[src/rtl/uart_rx.sv]
// rtl/uart_rx.sv - 8N1 UART receiver: two-flop synchroniser, glitch-rejecting start
// detect, mid-bit sampling LSB first, stop-bit check with break recovery.
module uart_rx #(
  parameter int clk_freq  = 1000000,
  parameter int baud_rate = 9600
) (
  input  logic       clk,
  input  logic       rst,
  input  logic       rx,
  output logic [7:0] rx_data,
  output logic       rx_done,
  output logic       frame_err,
  output logic       busy
);

  localparam int BIT  = clk_freq / baud_rate;
  localparam int HALF = BIT / 2;
  localparam int CW   = (BIT > 4) ? $clog2(BIT) : 2;

  localparam logic [CW-1:0] BIT_LAST  = CW'(BIT - 1);
  localparam logic [CW-1:0] HALF_LAST = CW'(HALF - 1);

  generate
    if (BIT < 4) begin : g_bit_too_small
      $error("uart_rx: clk_freq/baud_rate must be at least 4");
    end
  endgenerate

  typedef enum logic [2:0] {
    IDLE,
    START,
    DATA,
    STOP,
    RECOVER
  } state_t;

  state_t        state;
  logic          rx_m;
  logic          rx_s;
  logic [CW-1:0] cnt;
  logic [2:0]    idx;
  logic [7:0]    sh;

  // Both stages reset high so a reset never looks like a start bit.
  always_ff @(posedge clk or negedge rst) begin
    if (!rst) begin
      rx_m <= 1'b1;
      rx_s <= 1'b1;
    end else begin
      rx_m <= rx;
      rx_s <= rx_m;
    end
  end

  always_ff @(posedge clk or negedge rst) begin
    if (!rst) begin
      state     <= IDLE;
      cnt       <= '0;
      idx       <= '0;
      sh        <= '0;
      rx_data   <= '0;
      rx_done   <= 1'b0;
      frame_err <= 1'b0;
      busy      <= 1'b0;
    end else begin
      rx_done   <= 1'b0;
      frame_err <= 1'b0;
      case (state)
        IDLE: begin
          cnt <= '0;
          idx <= '0;
          if (!rx_s) begin
            state <= START;
            busy  <= 1'b1;
          end
        end

        // A start bit must still be low half a bit later, else it was a glitch.
        START: begin
          if (cnt == HALF_LAST) begin
            cnt <= '0;
            if (!rx_s) begin
              state <= DATA;
            end else begin
              state <= IDLE;
              busy  <= 1'b0;
            end
          end else begin
            cnt <= cnt + CW'(1);
          end
        end

        DATA: begin
          if (cnt == BIT_LAST) begin
            cnt     <= '0;
            sh[idx] <= rx_s;
            if (idx == 3'd7) begin
              state <= STOP;
            end else begin
              idx <= idx + 3'd1;
            end
          end else begin
            cnt <= cnt + CW'(1);
          end
        end

        STOP: begin
          if (cnt == BIT_LAST) begin
            cnt <= '0;
            if (rx_s) begin
              rx_data <= sh;
              rx_done <= 1'b1;
              state   <= IDLE;
              busy    <= 1'b0;
            end else begin
              frame_err <= 1'b1;
              state     <= RECOVER;
            end
          end else begin
            cnt <= cnt + CW'(1);
          end
        end

        // Framing was lost: only a high line re-arms start detection.
        RECOVER: begin
          if (rx_s) begin
            state <= IDLE;
            busy  <= 1'b0;
          end
        end

        default: begin
          state <= IDLE;
          busy  <= 1'b0;
        end
      endcase
    end
  end

endmodule
[config.mk]
export PLATFORM = sky130hd
export DESIGN_NAME = uart_rx
export DESIGN_NICKNAME = d
export VERILOG_FILES = /design/src/rtl/uart_rx.sv
export SDC_FILE = /design/constraint.sdc
export NUM_CORES = 1
export LEC_CHECK = 0
export BUFFER_PORTS_ARGS = -buffer_cell sky130_fd_sc_hd__buf_2
export CORE_MARGIN = 4
export CORE_UTILIZATION = 58
export DETAILED_ROUTE_END_ITERATION = 8
export PLACE_DENSITY = 0.78
export SLEW_MARGIN = 10
export SYNTH_ARGS = -nofsm -noshare
export SYNTH_HDL_FRONTEND = slang
export SYNTH_SLANG_ARGS = --single-unit
[constraint.sdc]
create_clock -name clk -period 2.3 [get_ports clk]
set_clock_uncertainty 0.2 [all_clocks]
set_input_delay 0.115 -clock clk [delete_from_list [all_inputs] [get_ports clk]]
set_output_delay 0.115 -clock clk [all_outputs]
set_load 0.01 [all_outputs]
==> results.sh <==
export IMPL_achievable_frequency_mhz=476.3
export IMPL_worst_slack_ps=200.5
export IMPL_timing_critical_path_from="idx[1]"
export IMPL_h_tree_depth=2
export IMPL_grt_first_pass_wirelength_mm=5.278
export IMPL_place_ws_ps=240.3
export IMPL_maximum_clock_insertion_buffer_count=2
export IMPL_clock_tree_from_tritoncts="yes"
export IMPL_global_route_usage_total=0.2004
export IMPL_antenna_found_initial=0
export IMPL_drt_first_iter_violations=54
export IMPL_antenna_left=0
export IMPL_syn_avg_cell_area_um2=11.54
export IMPL_outcome="finished clean"
export IMPL_grt_pass1_vias=1139
export IMPL_die_height_um=60.96
export IMPL_cts_repair_resize_count=0
export IMPL_io_pins=14
export IMPL_via_per_inst=5.889
export IMPL_synth_edf_count=0
export IMPL_unrepaired_setup_endpoints_after_global_routing="false"
export IMPL_critical_path_max_fanout=10
export IMPL_power_leakage_nw=0.9179
export IMPL_path_clk_slew_ps=110
export IMPL_io_buffers=13
export IMPL_postSynthNetCount=147
export IMPL_placement_rows=18
export IMPL_core_region_area_um2=2567
export IMPL_layout_cells_most_common_list="32 x sky130_fd_sc_hd__dfrtp_1, 16 x sky130_fd_sc_hd__mux2_2, 14 x sky130_fd_sc_hd__nand2_1, 13 x sky130_fd_sc_hd__buf_2, 9 x sky130_fd_sc_hd__nor2_1"
export IMPL_drt_wirelength_per_cell_um=15.89
export IMPL_leading_cell_type_in_the_layout_fill_and_taps_excluded="sky130_fd_sc_hd__dfrtp_1"
export IMPL_grt_overflow=0
export IMPL_maxSlewHeadroom=0.5172
export IMPL_maximum_number_of_pins_on_one_net_before_global_route_repair=35
export IMPL_final_hold_viol_count=0
export IMPL_ff2ff_path_depth=5
export IMPL_antenna_diode_count=0
export IMPL_finalCriticalPeriod_ps=2100
export IMPL_die_area_um2=3716
export IMPL_rr_startpoint="idx[1]"
export IMPL_tritoncts_num_sinks=34
export IMPL_syn_instance_count=141
export IMPL_start_kind="flip-flop"
export IMPL_cp_end_kind="flip-flop"
export IMPL_yosys_register_bits=34
export IMPL_critical_path_required_ps=2360
export IMPL_timing_max_transition_violations_final=0
export IMPL_final_setup_viol_count=0
export IMPL_utilization=0.7003
export IMPL_die_width_um=60.96
export IMPL_cts_root_buffer_cell="sky130_fd_sc_hd__clkbuf_4"
export IMPL_initial_utilization=0.6335
export IMPL_power_per_cell_area_nw_per_um2=539.2
export IMPL_cts_buffers=5
export IMPL_dominantRegCellSynth="sky130_fd_sc_hd__dfrtp_1"
export IMPL_mappedNetlistArea_um2=1627
export IMPL_yosys_warnings=0
export IMPL_worst_slew_pin_slew_ps=724.2
export IMPL_layout_area_overhead_vs_synth_pct=10.54
export IMPL_synth_seq_area_share=0.5246
export IMPL_drtPass1Iterations=4
export IMPL_drt_wl_total_mm=3.003
export IMPL_synth_cell_type_count=38
export IMPL_layout_cells_sized_above_1=0.3333
export IMPL_peak_supply_drop_mv=0.4631
export IMPL_remaining_drc_errors=0
export IMPL_critical_path_arrival_ps=2160
export IMPL_gpl_final_weighted_congestion=0.7622
export IMPL_hold_class="in -> async"
export IMPL_setup_worst_path_class="reg -> reg"
export IMPL_routed_via_count=1113
export IMPL_clock_network_latency_to_the_later_pin_of_the_worst_skew_pair_ps=340
export IMPL_post_dp_hpwl_mm=2.114
export IMPL_timing_final_crit_share=0.9128
export IMPL_async_flop_share=1.000
export IMPL_cap_viol_max_count=0
export IMPL_setup_total_negative_slack_ps=0
export IMPL_nNetsFinal=164
## critical path: stages (launching register included)
cell	delay (ps)
sky130_fd_sc_hd__dfrtp_1	510
sky130_fd_sc_hd__ha_1	240
sky130_fd_sc_hd__ha_1	200
sky130_fd_sc_hd__or3_4	410
sky130_fd_sc_hd__or2_4	250
sky130_fd_sc_hd__o311ai_2	200
## metrics by stage
stage                     hold WS, ps  area [um^2]  instances  total power, mW
after floorplan                -380.6         1627        141           0.6169
after global placement          3.309         1714        179           0.6305
after detailed placement        16.09         1714        179           0.6311
after CTS                       164.9         1798        189           0.9849
after global routing            171.1         1798        189            1.016
final                           151.2         1798        189           0.9695
## synthesized netlist by cell type, types with 2 or more instances
master | count | share of area
sky130_fd_sc_hd__mux2i_1 | 2 | 0.012
sky130_fd_sc_hd__buf_1 | 2 | 0.0046
sky130_fd_sc_hd__nor2_1 | 9 | 0.021
sky130_fd_sc_hd__nand2_1 | 14 | 0.032
sky130_fd_sc_hd__o211ai_1 | 2 | 0.0092
sky130_fd_sc_hd__a21oi_1 | 6 | 0.018
sky130_fd_sc_hd__nor2b_1 | 2 | 0.0077
sky130_fd_sc_hd__ha_1 | 3 | 0.023
sky130_fd_sc_hd__or2_2 | 3 | 0.012
sky130_fd_sc_hd__nand4_1 | 2 | 0.0077
sky130_fd_sc_hd__o21ai_0 | 6 | 0.018
sky130_fd_sc_hd__dfrtp_1 | 32 | 0.49
sky130_fd_sc_hd__and3_1 | 2 | 0.0077
sky130_fd_sc_hd__mux2_2 | 16 | 0.11
sky130_fd_sc_hd__nand4b_1 | 5 | 0.027
sky130_fd_sc_hd__inv_1 | 3 | 0.0069
sky130_fd_sc_hd__clkbuf_1 | 4 | 0.0092
sky130_fd_sc_hd__dfstp_2 | 2 | 0.032
sky130_fd_sc_hd__nand3_1 | 7 | 0.022
## routing by layer
layer / vias up / share of wire / track usage
li1: 538 / - / -
met1: 549 / 0.45 / 0.2459
met2: 20 / 0.49 / 0.3237
met3: 6 / 0.040 / 0.06809
met4: 0 / 0.015 / 0.08359
met5: - / 0 / 0
## where the power goes
group          total, mW  switching, mW  leakage [nW]  internal [mW]
registers          0.604        0.00350         0.448          0.601
clock network      0.348          0.202        0.0343          0.147
logic             0.0168         0.0125         0.436        0.00438
## repair_timing
action / 4_1_cts / 5_1_grt
endpoints found under the hold margin: 33 / 0
buffers inserted: 0 / 0
hold buffers: 2 / 0
## sequential cells by signal (all words and copies together), names as in the netlist
register,cells
busy,1
cnt,7
frame_err,1
idx,3
rx_data,8
rx_done,1
rx_m,1
rx_s,1
sh,8
state,3
## cells by family (layout without fill, tap and decap cells)
family,Yosys count,in the layout,synth area share
xor+xnor,2,2,0.01077
flops,34,34,0.5246
compound gates,21,21,0.08770
simple gates,54,54,0.2100
buf+inv,9,27,0.02077
fa+ha+maj,3,3,0.02308
mux,18,18,0.1231
## path summary, 6_finish.rpt
path / endpoint / slack [ps]
max: idx[0] / 200
min: rx_done / 150
max reg2reg: idx[0] / 200
min reg2reg: rx_s / 160
max in group asynchronous: cnt[4] / 1280
min in group clk: rx_s / 160
## cell type report
class	instances	area [um^2]
well taps	30	37.54
fillers	196	769.5
clock buffers	6	51.30
repair buffers	16	92.59
multi-input cells	98	739.5
flip-flops and latches	34	853.3
inverters	3	11.26
clock inverters	2	12.51
No activity file was read; power rests on OpenSTA's default activity.
